### config.mk
export PLATFORM = sky130hd
export DESIGN_NAME = m_muldiv_seq
export DESIGN_NICKNAME = d
export VERILOG_FILES = /design/src/rtl/m_muldiv_seq_pkg.sv /design/src/rtl/m_muldiv_itercnt.sv /design/src/rtl/m_muldiv_seq.sv
export SDC_FILE = /design/constraint.sdc
export NUM_CORES = 1
export LEC_CHECK = 0
export BUFFER_PORTS_ARGS = -buffer_cell sky130_fd_sc_hd__buf_2
export CORE_MARGIN = 10
export CORE_UTILIZATION = 40
export DETAILED_ROUTE_END_ITERATION = 10
export PLACE_DENSITY_LB_ADDON = 0.08
export RECOVER_POWER = 100
export SLEW_MARGIN = 5
export SYNTH_ARGS = -nofsm -noshare
export SYNTH_HDL_FRONTEND = slang
export SYNTH_HIERARCHICAL = 1
export SYNTH_SLANG_ARGS = --single-unit
export TNS_END_PERCENT = 10
### constraint.sdc
create_clock -name clk -period 3 [get_ports clk]
set_input_delay 0.45 -clock clk [delete_from_list [all_inputs] [get_ports clk]]
set_output_delay 0.45 -clock clk [all_outputs]
set_load 0.01 [all_outputs]
### src/rtl/m_muldiv_seq_pkg.sv
// Shared constants for the iterative multiply/divide sequencer.
package m_muldiv_seq_pkg;

  // Default number of add/shift iteration pairs.
  localparam int unsigned NITER_DEF = 32;

  // Sequencer state encoding (binary).
  localparam logic [2:0] S_IDLE = 3'd0;
  localparam logic [2:0] S_INIT = 3'd1;
  localparam logic [2:0] S_ADD  = 3'd2;
  localparam logic [2:0] S_SHFT = 3'd3;
  localparam logic [2:0] S_DONE = 3'd4;

  // M-extension funct3 op codes; bit 2 separates DIV*/REM* from MUL*.
  localparam logic [2:0] F3_MUL    = 3'b000;
  localparam logic [2:0] F3_MULH   = 3'b001;
  localparam logic [2:0] F3_MULHSU = 3'b010;
  localparam logic [2:0] F3_MULHU  = 3'b011;
  localparam logic [2:0] F3_DIV    = 3'b100;
  localparam logic [2:0] F3_DIVU   = 3'b101;
  localparam logic [2:0] F3_REM    = 3'b110;
  localparam logic [2:0] F3_REMU   = 3'b111;

endpackage

### src/rtl/m_muldiv_itercnt.sv
// Loadable down-counter of remaining iteration pairs, with zero flag.
module m_muldiv_itercnt #(
  parameter int unsigned W = 5
) (
  input  logic         clk,
  input  logic         rst_n,
  input  logic         load_i,
  input  logic         dec_i,
  input  logic         clr_i,
  input  logic [W-1:0] load_val_i,
  output logic [W-1:0] iter_o,
  output logic         last_o
);

  logic [W-1:0] cnt_q, cnt_d;

  // Next count: clear beats load, load beats decrement.
  always_comb begin
    cnt_d = cnt_q;
    if (clr_i) begin
      cnt_d = '0;
    end else if (load_i) begin
      cnt_d = load_val_i;
    end else if (dec_i) begin
      cnt_d = cnt_q - W'(1);
    end
  end

  // Count register.
  always_ff @(posedge clk or negedge rst_n) begin
    if (!rst_n) begin
      cnt_q <= '0;
    end else begin
      cnt_q <= cnt_d;
    end
  end

  assign iter_o = cnt_q;
  assign last_o = (cnt_q == '0);

endmodule

### src/rtl/m_muldiv_seq.sv
// Sequencer for the iterative multiply/divide datapath: schedules alternating
// add and shift cycles and drives the condition-flag controls.
module m_muldiv_seq
  import m_muldiv_seq_pkg::*;
#(
  parameter int unsigned MULDIV = 1,
  parameter int unsigned NITER  = NITER_DEF
) (
  input  logic                     clk,
  input  logic                     rst_n,
  input  logic                     start,
  input  logic                     flush,
  input  logic [2:0]               funct3,
  input  logic                     mbit,
  output logic                     ceM,
  output logic                     use_dinx,
  output logic                     cond_holdq,
  output logic                     addq,
  output logic                     busy,
  output logic                     done,
  output logic [$clog2(NITER)-1:0] iter
);

  localparam int unsigned IW = $clog2(NITER);

  if (MULDIV != 0) begin : g_seq
    localparam logic [IW-1:0] IterInit = IW'(NITER - 1);

    logic [2:0] state_q, state_d;
    logic [2:0] f3_q, f3_d;
    logic       isdiv;
    logic       cnt_load, cnt_dec, cnt_clr, cnt_last;
    logic       unused_f3;

    assign isdiv     = f3_q[2];
    // Only the op class steers the schedule; the low bits are kept for the datapath.
    assign unused_f3 = ^f3_q[1:0];

    m_muldiv_itercnt #(
      .W (IW)
    ) u_itercnt (
      .clk        (clk),
      .rst_n      (rst_n),
      .load_i     (cnt_load),
      .dec_i      (cnt_dec),
      .clr_i      (cnt_clr),
      .load_val_i (IterInit),
      .iter_o     (iter),
      .last_o     (cnt_last)
    );

    // Next-state: MUL pairs are ADD,SHFT and DIV pairs are SHFT,ADD; the
    // pair ends on its second cycle, where the counter steps or we exit.
    always_comb begin
      state_d  = state_q;
      f3_d     = f3_q;
      cnt_load = 1'b0;
      cnt_dec  = 1'b0;
      cnt_clr  = 1'b0;
      if (flush) begin
        state_d = S_IDLE;
        cnt_clr = 1'b1;
      end else begin
        case (state_q)
          S_IDLE: begin
            if (start) begin
              state_d  = S_INIT;
              f3_d     = funct3;
              cnt_load = 1'b1;
            end
          end
          S_INIT: state_d = isdiv ? S_SHFT : S_ADD;
          S_ADD: begin
            if (!isdiv) begin
              state_d = S_SHFT;
            end else if (cnt_last) begin
              state_d = S_DONE;
            end else begin
              state_d = S_SHFT;
              cnt_dec = 1'b1;
            end
          end
          S_SHFT: begin
            if (isdiv) begin
              state_d = S_ADD;
            end else if (cnt_last) begin
              state_d = S_DONE;
            end else begin
              state_d = S_ADD;
              cnt_dec = 1'b1;
            end
          end
          S_DONE:  state_d = S_IDLE;
          default: state_d = S_IDLE;
        endcase
      end
    end

    // State and captured funct3.
    always_ff @(posedge clk or negedge rst_n) begin
      if (!rst_n) begin
        state_q <= S_IDLE;
        f3_q    <= 3'b000;
      end else begin
        state_q <= state_d;
        f3_q    <= f3_d;
      end
    end

    // Outputs decode from state; only addq/cond_holdq look at mbit in ADD.
    always_comb begin
      ceM        = (state_q == S_SHFT);
      use_dinx   = (state_q == S_INIT);
      busy       = (state_q == S_INIT) || (state_q == S_ADD) || (state_q == S_SHFT);
      done       = (state_q == S_DONE);
      addq       = 1'b0;
      cond_holdq = 1'b0;
      if (state_q == S_ADD) begin
        addq       = isdiv ? 1'b1 : mbit;
        // Pass-Q or a failed trial subtract must leave the sign flag alone.
        cond_holdq = ~mbit;
      end
    end
  end else begin : g_off
    logic unused_in;

    assign unused_in  = ^{clk, rst_n, start, flush, funct3, mbit};
    assign ceM        = 1'b0;
    assign use_dinx   = 1'b0;
    assign cond_holdq = 1'b0;
    assign addq       = 1'b0;
    assign busy       = 1'b0;
    assign done       = 1'b0;
    assign iter       = '0;
  end

endmodule
## Yosys cells after proc, flatten, opt, wreduce, memory -nomap -nowiden

Cells that the tools add are included.

| operators by class | value |
|---|---|
| add/sub/neg operators | 1 |
| equality and inequality tests | 5 |
| muxes and demuxes | 23 |
| bitwise gates (word level) | 2 |
| reduce and logical (&&, ||, !) cells | 6 |

Operator list:

| kind | number |
|---|---|
| 3-bit 2-to-1 mux | 6 |
| 5-bit 2-to-1 mux | 3 |
| 1-bit 2-to-1 mux | 12 |
| 3-bit case mux with 4 select lines | 1 |
| 3-bit by 2-bit == test with 1-bit output (second input constant) | 2 |
| 5-bit logical NOT | 1 |
| 5-bit by 1-bit subtractor with 5-bit output (second input constant) | 1 |
| 3-bit by 1-bit == test with 1-bit output (second input constant) | 1 |
| 3-bit == test (second input constant) | 1 |
| 3-bit logical NOT | 1 |
| 3-bit inequality test (second input constant) | 1 |
| 3-bit AND reduction | 1 |
| 3-bit nonzero test | 1 |
| 1-bit logical OR | 2 |
| 1-bit inverter | 2 |
| 1-bit case mux with 2 select lines | 1 |

| word-level totals | value |
|---|---|
| flip-flop bits (word level) | 11 |
| input port bits | 8 |
| output and inout port bits | 11 |

## Depth between registers and ports, before layout

Gate-level depths: netlist of the first run.

| depth | value |
|---|---|
| depth after elaboration | 8 |
| gate-level depth with buffers | 7 |

## Cells and area by module

The synthesis of the first run kept the hierarchy.

By module, submodules not included:

| module | times used | cells each | area an instance (µm²) |
|---|---|---|---|
| m_muldiv_itercnt | 1 | 32 | 306.5 |
| m_muldiv_seq | 1 | 30 | 265.3 |

## Least setup slack after synthesis of the first run

OpenSTA, ideal clock, no wires.

| timing path | value |
|---|---|
| kind | register -> register |
| start | register g_seq.u_itercnt.cnt_q[0], in the netlist g_seq.u_itercnt/iter_o[0] |
| end | register g_seq.u_itercnt.cnt_q[4], in the netlist g_seq.u_itercnt/iter_o[4] |
| library setup time | 0.124 ns |
| data arrival time | 2.094 ns |
| slack | 0.782 ns |
| stages on the path, launching flop included | 8 |
| buffers on the path | 0 |
| clock period less this slack | 2.218 ns |
| cells stage by stage | dfrtp_1 -> inv_1 -> ha_1 -> nor4b_1 -> nor4_1 -> nand2_2 -> o31a_1 -> o31a_1 |

| on the way | value |
|---|---|
| cells in the longest elaborated chain, start to end | 6 |

RTL lines:

| what | RTL line | text |
|---|---|---|
| from (decl) | m_muldiv_itercnt.sv:15 | `logic [W-1:0] cnt_q, cnt_d;` |
| from (signal assigned) | m_muldiv_itercnt.sv:34 | `cnt_q <= cnt_d;` |
| 5-bit logical NOT (*) | m_muldiv_itercnt.sv:39 | `assign last_o = (cnt_q == '0);` |
| via g_seq.cnt_last | m_muldiv_seq.sv:32 | `logic cnt_load, cnt_dec, cnt_clr, cnt_last;` |
| 1-bit 2-to-1 mux (*) | m_muldiv_seq.sv:76, m_muldiv_seq.sv:86 |  |
| 1-bit 2-to-1 mux (on tied branches) | m_muldiv_seq.sv:84, m_muldiv_seq.sv:74 |  |
| 1-bit case mux with 2 select lines (*) | m_muldiv_seq.sv:64 | `case (state_q)` |
| 1-bit 2-to-1 mux (*) | m_muldiv_seq.sv:60 | `if (flush) begin` |
| via g_seq.cnt_dec | m_muldiv_seq.sv:32 |  |
| 3-bit nonzero test (no line) (*) | -- |  |

Mark *: on every way through the listed nets, which the timed path passes. The rest lies on a longest branch. The select of a mux whose other input is x is not followed.
A chain may end at the register's enable or synchronous reset.

## Final worst setup path of the first run

| timing path | value |
|---|---|
| start | register g_seq.u_itercnt.cnt_q[0], in the netlist g_seq.u_itercnt/iter_o[0] |
| end | register g_seq.u_itercnt.cnt_q[3], in the netlist g_seq.u_itercnt/iter_o[3] |

The elaborated chain is that of the path after synthesis.

==> impl_metrics.xml, run 1 <==
<?xml version="1.0" encoding="UTF-8"?>
<metrics>
  <group name="die">
    <metric name="die_area" unit="mm2">0.00334</metric>
    <metric name="core_area" unit="mm2">0.00132</metric>
    <metric name="die-height" unit="um">57.8</metric>
    <metric name="die_w" unit="um">57.8</metric>
    <metric name="std_cell_rows" unit="">13</metric>
    <metric name="ioPinCount" unit="">19</metric>
    <metric name="start_util" unit="%">43.4</metric>
  </group>
  <group name="min_path">
    <metric name="min_path_type" unit="">primary input to asynchronous set/reset pin</metric>
  </group>
  <group name="clock_network">
    <metric name="cts_clk_pin_slew_worst_paths" unit="ns">0.06</metric>
    <metric name="postCtsSetupBuffers" unit="">0</metric>
    <metric name="cts-root-buf" unit="">clkbuf_4</metric>
    <metric name="tritoncts_num_sinks" unit="">9</metric>
    <metric name="hold_buffers" unit="">0</metric>
    <metric name="cts.repair.resized" unit="">0</metric>
    <metric name="tritoncts" unit="">yes</metric>
    <metric name="clkLatencyLatePin" unit="ns">0.26</metric>
    <metric name="cts_buffer_depth" unit="">2</metric>
    <metric name="cts_buf_count" unit="">3</metric>
    <metric name="number_of_h_tree_levels" unit="">1</metric>
  </group>
  <group name="final_layout">
    <metric name="multi_input_comb_area" unit="um2">314</metric>
    <metric name="area.sequential" unit="um2">225</metric>
    <metric name="areaGrowthSynthToFinish" unit="%">18.4</metric>
    <metric name="num-nets-final" unit="">95</metric>
    <metric name="num-fill-cells" unit="">136</metric>
    <metric name="antenna-diode-count" unit="">0</metric>
    <metric name="stdcell_count" unit="">100</metric>
    <metric name="layout-drive-gt1-share" unit="%">15.3</metric>
  </group>
  <group name="setup_path">
    <metric name="cp_max_fo" unit="">5</metric>
    <metric name="regToRegSetupSlack" unit="ns">0.68</metric>
    <metric name="cells_along_the_critical_path" unit="">inv_1 -&gt; ha_1 -&gt; nor4b_1 -&gt; nor4_1 -&gt; nor4b_1 -&gt; xor2_1 -&gt; o21a_1</metric>
    <metric name="cp_data_required_time" unit="ns">3.15</metric>
    <metric name="crit_path_start_kind" unit="">flop</metric>
    <metric name="worstRegToRegCells" unit="">7</metric>
    <metric name="crit_path_category" unit="">flop to flop</metric>
    <metric name="slowest_stage" unit="">nor4_1</metric>
    <metric name="crit_path_start" unit="">g_seq.u_itercnt/iter_o[0]$_DFFE_PN0P_</metric>
    <metric name="cp_top_delay_family" unit="">simple AND/OR/NAND/NOR gates</metric>
    <metric name="setup.worst_path.end" unit="">g_seq.u_itercnt/iter_o[3]$_DFFE_PN0P_</metric>
    <metric name="slowest_delay" unit="ns">0.70</metric>
    <metric name="critPathArrivalTime" unit="ns">2.47</metric>
    <metric name="cp.depth" unit="">7</metric>
    <metric name="end_kind" unit="">flop</metric>
    <metric name="r2r-start" unit="">g_seq.u_itercnt/iter_o[0]$_DFFE_PN0P_</metric>
    <metric name="buffering_stage_count_on_the_worst_path_with_inverters_included" unit="">1</metric>
    <metric name="r2r-end" unit="">g_seq.u_itercnt/iter_o[3]$_DFFE_PN0P_</metric>
    <metric name="most_frequent_cp_cell" unit="">nor4b_1</metric>
  </group>
  <group name="power_and_ir_drop">
    <metric name="irDropWorstVdd" unit="mV">0.360</metric>
    <metric name="power_per_cell_area" unit="mW/mm2">728</metric>
    <metric name="leakagePower" unit="nW">0.329</metric>
  </group>
  <group name="flow_run">
    <metric name="maximum_capacitance_violations" unit="">0</metric>
  </group>
  <group name="placement">
    <metric name="placement.io_buffers" unit="">16</metric>
    <metric name="place.detailed.instances" unit="">96</metric>
    <metric name="hpwl" unit="um">1030</metric>
    <metric name="gp_congestion" unit="">0.753</metric>
    <metric name="place_ws" unit="ns">0.677</metric>
  </group>
  <group name="status">
    <metric name="outcome" unit="">completed</metric>
  </group>
  <group name="synth">
    <metric name="ys_types" unit="">28</metric>
    <metric name="synth_top_area_cell" unit="">dfrtp_1</metric>
    <metric name="synth_seq_area_share" unit="%">39.4</metric>
    <metric name="ys.warnings.count" unit="">6</metric>
    <metric name="post_synth.cell_area_avg" unit="um2">9.22</metric>
    <metric name="syn-instance-count" unit="">62</metric>
    <metric name="synth_top_cell_area_share" unit="%">39.4</metric>
    <metric name="synth.area.top_cells" unit="">dfrtp_1, a21oi_1, inv_1</metric>
    <metric name="synth.ff_latch_count" unit="">9</metric>
    <metric name="cell_area_after_synthesis" unit="um2">572</metric>
  </group>
  <group name="sta">
    <metric name="slew_headroom" unit="%">46.6</metric>
    <metric name="highest_attainable_clock_frequency" unit="GHz">0.431</metric>
    <metric name="layout_worst_path_cycle_share" unit="%">77.4</metric>
    <metric name="final.setup.tns" unit="ns">0</metric>
    <metric name="clock-skew-final" unit="ns">0.000309</metric>
    <metric name="setup_ws" unit="ns">0.679</metric>
    <metric name="timing_max_transition_violations_final" unit="">0</metric>
    <metric name="period_needed" unit="ns">2.32</metric>
    <metric name="finalHoldViolCount" unit="">0</metric>
    <metric name="tightest_slew" unit="ns">0.793</metric>
    <metric name="unrepaired_setup_endpoints_after_global_routing" unit="">false</metric>
    <metric name="setup_viol_count_final" unit="">0</metric>
  </group>
  <group name="global_route">
    <metric name="grt_antenna_before_repair" unit="">0</metric>
    <metric name="grt_overflow_total" unit="">0</metric>
    <metric name="maximum_number_of_pins_on_one_net_before_global_route_repair" unit="">11</metric>
    <metric name="gr-usage-all-layers" unit="%">8.61</metric>
    <metric name="grt_pass1_wl" unit="um">2300</metric>
    <metric name="vias_in_the_first_global_route" unit="">499</metric>
  </group>
  <group name="drt">
    <metric name="total_wirelength" unit="um">1330</metric>
    <metric name="detailroute.via_count" unit="">493</metric>
    <metric name="drcViolationCount" unit="">0</metric>
    <metric name="avgViaCountPerCell" unit="">4.93</metric>
    <metric name="top_layer_used" unit="">met4</metric>
    <metric name="m1WireLength" unit="um">599</metric>
    <metric name="met2_wirelength" unit="um">629</metric>
    <metric name="route.detailed.wl_per_inst" unit="um">13.3</metric>
    <metric name="drt-pass1-iter-count" unit="">4</metric>
    <metric name="drt_iter0_drc" unit="">8</metric>
    <metric name="ant_nets" unit="">0</metric>
    <metric name="met3RoutedLength" unit="um">94</metric>
  </group>
</metrics>
[synthesized netlist by cell type, drive strengths merged]
master	number
a211o	1
a21boi	1
a21oi	5
and2	1
and3	1
buf	1
clkbuf	1
conb	1
dfrtp	9
ha	1
inv	6
mux2	1
mux2i	1
nand2	5
nand2b	2
nor2	7
nor3	3
nor4	2
nor4b	3
o21a	2
o221a	1
o311ai	1
o31a	2
xnor2	2
xor2	2
[sequential cells by signal, indices dropped and copies added, names as in the netlist]
signal	flops
g_seq.state_q	3
g_seq.f3_q	1
g_seq.u_itercnt/iter_o	5
[placed cells by master, fill, tap and decap left out, types with 2 or more instances in the layout]
cell and instances:
clkbuf_4 3, inv_1 6, nor4b_1 3, xor2_1 2, nor4_1 2, o21a_1 2, nor3_1 3, nor2_1 7
a21oi_1 5, buf_2 5, conb_1 5, xnor2_1 2, clkbuf_1 13, o31a_1 2, nand2b_1 2, nand2_1 4
dfrtp_1 9
[metal layers]
metal | up-vias | track usage, %
met3 | 2 | 5.66
li1 | 256 | -
met4 | 0 | 2.01
met1 | 224 | 9.69
met2 | 11 | 13.2
met5 | - | 0
[worst min path at each step]
stage / slack (ns) / to / start
after global routing: 0.15 / g_seq.state_q[0]$_DFFE_PN0P_ / rst_n
final: 0.13 / g_seq.f3_q[2]$_DFFE_PN0P_ / rst_n
after CTS: 0.03 / g_seq.state_q[0]$_DFFE_PN0P_ / rst_n
after detailed placement: 0.32 / g_seq.f3_q[2]$_DFFE_PN0P_ / rst_n
after global placement: 0.32 / g_seq.f3_q[2]$_DFFE_PN0P_ / rst_n
after floorplan: 0.15 / g_seq.f3_q[2]$_DFFE_PN0P_ / rst_n
[final cells by class]
| class | instances | share of cell area [%] |
|---|---|---|
| multi-input combinational | 49 | 46.4 |
| sequential | 9 | 33.3 |
| timing repair buffer | 17 | 10.4 |
| clock buffer | 4 | 3.88 |
| inverter | 6 | 3.33 |
| tap | 15 | 2.77 |
[report_power, final]
group	internal, W	leakage (nW)	switching [W]	total, W
clock	0.0000512	0.0150	0.0000420	0.0000933
sequential	0.000150	0.119	0.0000473	0.000197
combinational	0.0000923	0.195	0.000110	0.000203
[kinds of logic (layout without fill, tap and decap cells)]
group                    Yosys count  in the layout  synth area share, %
AO/OA/AOI/OAI                     13             13                 16.6
multiplexers                       2              2                 4.38
XOR/XNOR                           4              4                 6.13
flip-flops                         9              9                 39.4
buffers and inverters              8             27                 5.91
adder cells (fa/ha/maj)            1              1                 2.19
other                              1              5                0.656
AND/OR/NAND/NOR                   24             24                 24.7
[per-stage QoR]
| stage | power (W) | hold slack [ns] | instance area [um2] | utilization, % |
|---|---|---|---|---|
| floorplan | 0.000347 | 0.154 | 587 | - |
| global placement | 0.000417 | 0.317 | 682 | 51.8 |
| detailed placement | 0.000423 | 0.319 | 682 | 51.8 |
| CTS | 0.000521 | 0.0338 | 708 | 53.8 |
| global route | 0.000543 | 0.150 | 677 | 51.4 |
| finish | 0.000493 | 0.128 | 677 | 51.4 |
Power figures use the tool's default switching activity.
==> inputs of run 2 (changes only) <==
- ABC_AREA: default -> 1
- clock period: 3 -> 1.9 ns (I/O delays scaled with it)
==> run 2 against run 1 <==
Net effect:
- sequential cell count did not move
- wire length rose by 5.4%
- core utilization rose by 0.30 points
- highest routed layer unchanged
- fmax rose by 34%
- worst setup slack got worse by 0.51 ns
- critical path type unchanged
- cell count rose by 41%
- die area rose by 5.1%
==> impl_metrics.xml, run 2 <==
<?xml version="1.0" encoding="UTF-8"?>
<metrics>
  <group name="synth">
    <metric name="synth_top_area_cell" unit="">dfrtp_1</metric>
    <metric name="synth_top_cell_area_share" unit="%">36.5</metric>
    <metric name="cell_area_after_synthesis" unit="um2">617</metric>
    <metric name="synth_flop_cell" unit="">dfrtp_1</metric>
    <metric name="ys.warnings.count" unit="">6</metric>
    <metric name="synth.ff_latch_count" unit="">9</metric>
    <metric name="async_flop_share" unit="%">100</metric>
    <metric name="synth_edf_count" unit="">0</metric>
    <metric name="ys_types" unit="">18</metric>
    <metric name="syn-instance-count" unit="">98</metric>
    <metric name="synth_seq_area_share" unit="%">36.5</metric>
    <metric name="synth_most_common_cell" unit="">nand2_1</metric>
    <metric name="synth.area.top_cells" unit="">dfrtp_1, nand2_1, inv_1</metric>
    <metric name="synth_common_cells" unit="">nand2_1, inv_1, nor2_1</metric>
    <metric name="post_synth.cell_area_avg" unit="um2">6.29</metric>
  </group>
  <group name="setup_path">
    <metric name="worstRegToRegCells" unit="">11</metric>
    <metric name="regToRegSetupSlack" unit="ns">0.16</metric>
    <metric name="critPathArrivalTime" unit="ns">1.89</metric>
    <metric name="r2r-start" unit="">g_seq.u_itercnt/iter_o[0]$_DFFE_PN0P_</metric>
    <metric name="cp_data_required_time" unit="ns">2.05</metric>
    <metric name="crit_path_category" unit="">flop to flop</metric>
    <metric name="crit_path_start" unit="">g_seq.u_itercnt/iter_o[0]$_DFFE_PN0P_</metric>
    <metric name="crit_path_start_kind" unit="">flop</metric>
    <metric name="setup.worst_path.end" unit="">g_seq.u_itercnt/iter_o[3]$_DFFE_PN0P_</metric>
    <metric name="r2r-end" unit="">g_seq.u_itercnt/iter_o[3]$_DFFE_PN0P_</metric>
    <metric name="end_kind" unit="">flop</metric>
    <metric name="cp_max_fo" unit="">3</metric>
  </group>
  <group name="global_route">
    <metric name="grt_antenna_before_repair" unit="">0</metric>
    <metric name="grt_pass1_wl" unit="um">2360</metric>
    <metric name="grt_overflow_total" unit="">0</metric>
    <metric name="gr-usage-all-layers" unit="%">8.56</metric>
    <metric name="maximum_number_of_pins_on_one_net_before_global_route_repair" unit="">10</metric>
    <metric name="vias_in_the_first_global_route" unit="">538</metric>
  </group>
  <group name="drt">
    <metric name="drcViolationCount" unit="">0</metric>
    <metric name="ant_nets" unit="">0</metric>
    <metric name="drt_iter0_drc" unit="">26</metric>
    <metric name="route.detailed.wl_per_inst" unit="um">9.94</metric>
    <metric name="avgViaCountPerCell" unit="">4.52</metric>
    <metric name="total_wirelength" unit="um">1400</metric>
    <metric name="drt-pass1-iter-count" unit="">4</metric>
    <metric name="detailroute.via_count" unit="">638</metric>
  </group>
  <group name="placement">
    <metric name="gp_congestion" unit="">0.808</metric>
    <metric name="placement.io_buffers" unit="">16</metric>
    <metric name="place.detailed.instances" unit="">136</metric>
    <metric name="hpwl" unit="um">1150</metric>
  </group>
  <group name="final_layout">
    <metric name="finalCoreUtilization" unit="%">51.7</metric>
    <metric name="layout.cells.most_common_list" unit="">nand2_1, nor2_1, inv_1, clkbuf_1</metric>
    <metric name="num-fill-cells" unit="">162</metric>
    <metric name="antenna-diode-count" unit="">0</metric>
    <metric name="stdcell_count" unit="">141</metric>
    <metric name="num-nets-final" unit="">135</metric>
    <metric name="areaGrowthSynthToFinish" unit="%">24.7</metric>
    <metric name="layout_commonest_cell" unit="">nand2_1</metric>
    <metric name="max_reg_flops" unit="">5</metric>
    <metric name="layout-drive-gt1-share" unit="%">13.6</metric>
  </group>
  <group name="sta">
    <metric name="unrepaired_setup_endpoints_after_global_routing" unit="">false</metric>
    <metric name="highest_attainable_clock_frequency" unit="GHz">0.576</metric>
    <metric name="layout_worst_path_cycle_share" unit="%">91.3</metric>
    <metric name="final.setup.tns" unit="ns">0</metric>
    <metric name="setup_viol_count_final" unit="">0</metric>
    <metric name="finalHoldViolCount" unit="">0</metric>
    <metric name="timing_max_transition_violations_final" unit="">0</metric>
    <metric name="period_needed" unit="ns">1.74</metric>
    <metric name="fin_hold_ws" unit="ns">0.239</metric>
    <metric name="clock-skew-final" unit="ns">0.00370</metric>
  </group>
  <group name="clock_network">
    <metric name="cts-root-buf" unit="">clkbuf_4</metric>
    <metric name="cts_buf_count" unit="">3</metric>
    <metric name="cts_buffer_depth" unit="">2</metric>
    <metric name="tritoncts" unit="">yes</metric>
    <metric name="cts_clk_pin_slew_worst_paths" unit="ns">0.06</metric>
    <metric name="postCtsSetupBuffers" unit="">0</metric>
    <metric name="number_of_h_tree_levels" unit="">1</metric>
    <metric name="clkLatencyLatePin" unit="ns">0.26</metric>
    <metric name="tritoncts_num_sinks" unit="">9</metric>
  </group>
  <group name="power_and_ir_drop">
    <metric name="post-layout-total-power" unit="W">0.00104</metric>
    <metric name="power_per_cell_area" unit="mW/mm2">1360</metric>
    <metric name="irDropWorstVdd" unit="mV">0.610</metric>
    <metric name="leakagePower" unit="nW">0.435</metric>
  </group>
  <group name="status">
    <metric name="outcome" unit="">completed</metric>
  </group>
  <group name="die">
    <metric name="die_area" unit="mm2">0.00351</metric>
    <metric name="core_area" unit="mm2">0.00149</metric>
    <metric name="start_util" unit="%">41.4</metric>
    <metric name="die-height" unit="um">59.3</metric>
    <metric name="die_w" unit="um">59.3</metric>
    <metric name="ioPinCount" unit="">19</metric>
    <metric name="std_cell_rows" unit="">14</metric>
  </group>
  <group name="min_path">
    <metric name="min_path_type" unit="">primary input to flop</metric>
  </group>
  <group name="flow_run">
    <metric name="maximum_capacitance_violations" unit="">0</metric>
  </group>
</metrics>
## run 2: power by group
group          internal [W]  switching [W]
sequential         0.000253      0.0000662
clock             0.0000807      0.0000628
combinational      0.000217       0.000365
## run 2: cell families after synthesis
group / after synthesis / synth area share (%)
compound gates: 10 / 9.13
fa+ha+maj: 1 / 2.03
buf+inv: 18 / 11.0
simple gates: 58 / 39.4
flops: 9 / 36.5
xor+xnor: 1 / 1.42
other cells: 1 / 0.608
## run 2: routing by layer
| metal | part of all wire, % | track usage [%] | wire, um | vias up |
|---|---|---|---|---|
| met5 | 0 | 0 | 0 | - |
| met4 | 0.43 | 1.97 | 6 | 0 |
| met3 | 8.2 | 4.94 | 115 | 2 |
| met2 | 45 | 12.5 | 626 | 14 |
| met1 | 47 | 10.5 | 652 | 269 |
| li1 | - | - | - | 353 |
## run 2: worst max-delay path, cell delays in order, from the launching register on
cell,delay (ns)
dfrtp_1,0.36
inv_1,0.06
ha_1,0.23
nand3_1,0.12
inv_1,0.06
or2_2,0.28
a21oi_2,0.14
nor2_1,0.06
nand2_1,0.12
inv_1,0.09
nand2_1,0.06
nand2_1,0.05
## run 2: final cells by class
type / count / area, um2 / area share (%)
sequential: 9 / 225 / 29.3
clock buffer: 4 / 26.3 / 3.41
timing repair buffer: 19 / 90.1 / 11.7
inverter: 18 / 67.6 / 8.78
tap: 16 / 20.0 / 2.60
multi-input combinational: 75 / 340 / 44.2
## run 2: worst min-delay path by stage
stage	startpoint	to	slack, ns	cells after the start
2_1_floorplan	rst_n	g_seq.f3_q[2]$_DFFE_PN0P_	-0.01	0
3_3_place_gp	rst_n	g_seq.state_q[2]$_DFFE_PN0P_	0.15	1
3_5_place_dp	rst_n	g_seq.state_q[2]$_DFFE_PN0P_	0.15	1
4_1_cts	flush	g_seq.state_q[2]$_DFFE_PN0P_	0.22	2
5_1_grt	flush	g_seq.state_q[2]$_DFFE_PN0P_	0.24	2
6_report	flush	g_seq.state_q[2]$_DFFE_PN0P_	0.24	2
## run 2: what timing repair did
action	4_1_cts	5_1_grt
endpoints found under the hold margin	9	0
hold buffers	1	0
resized for setup	0	1
setup endpoints to repair	0	3
## run 2: metrics by stage
stage | instance area, um2 | setup WS [ns]
after floorplan | 632 | 0.156
after global placement | 747 | 0.141
after detailed placement | 747 | 0.126
after CTS | 783 | 0.122
after global routing | 769 | 0.000853
final | 769 | 0.165
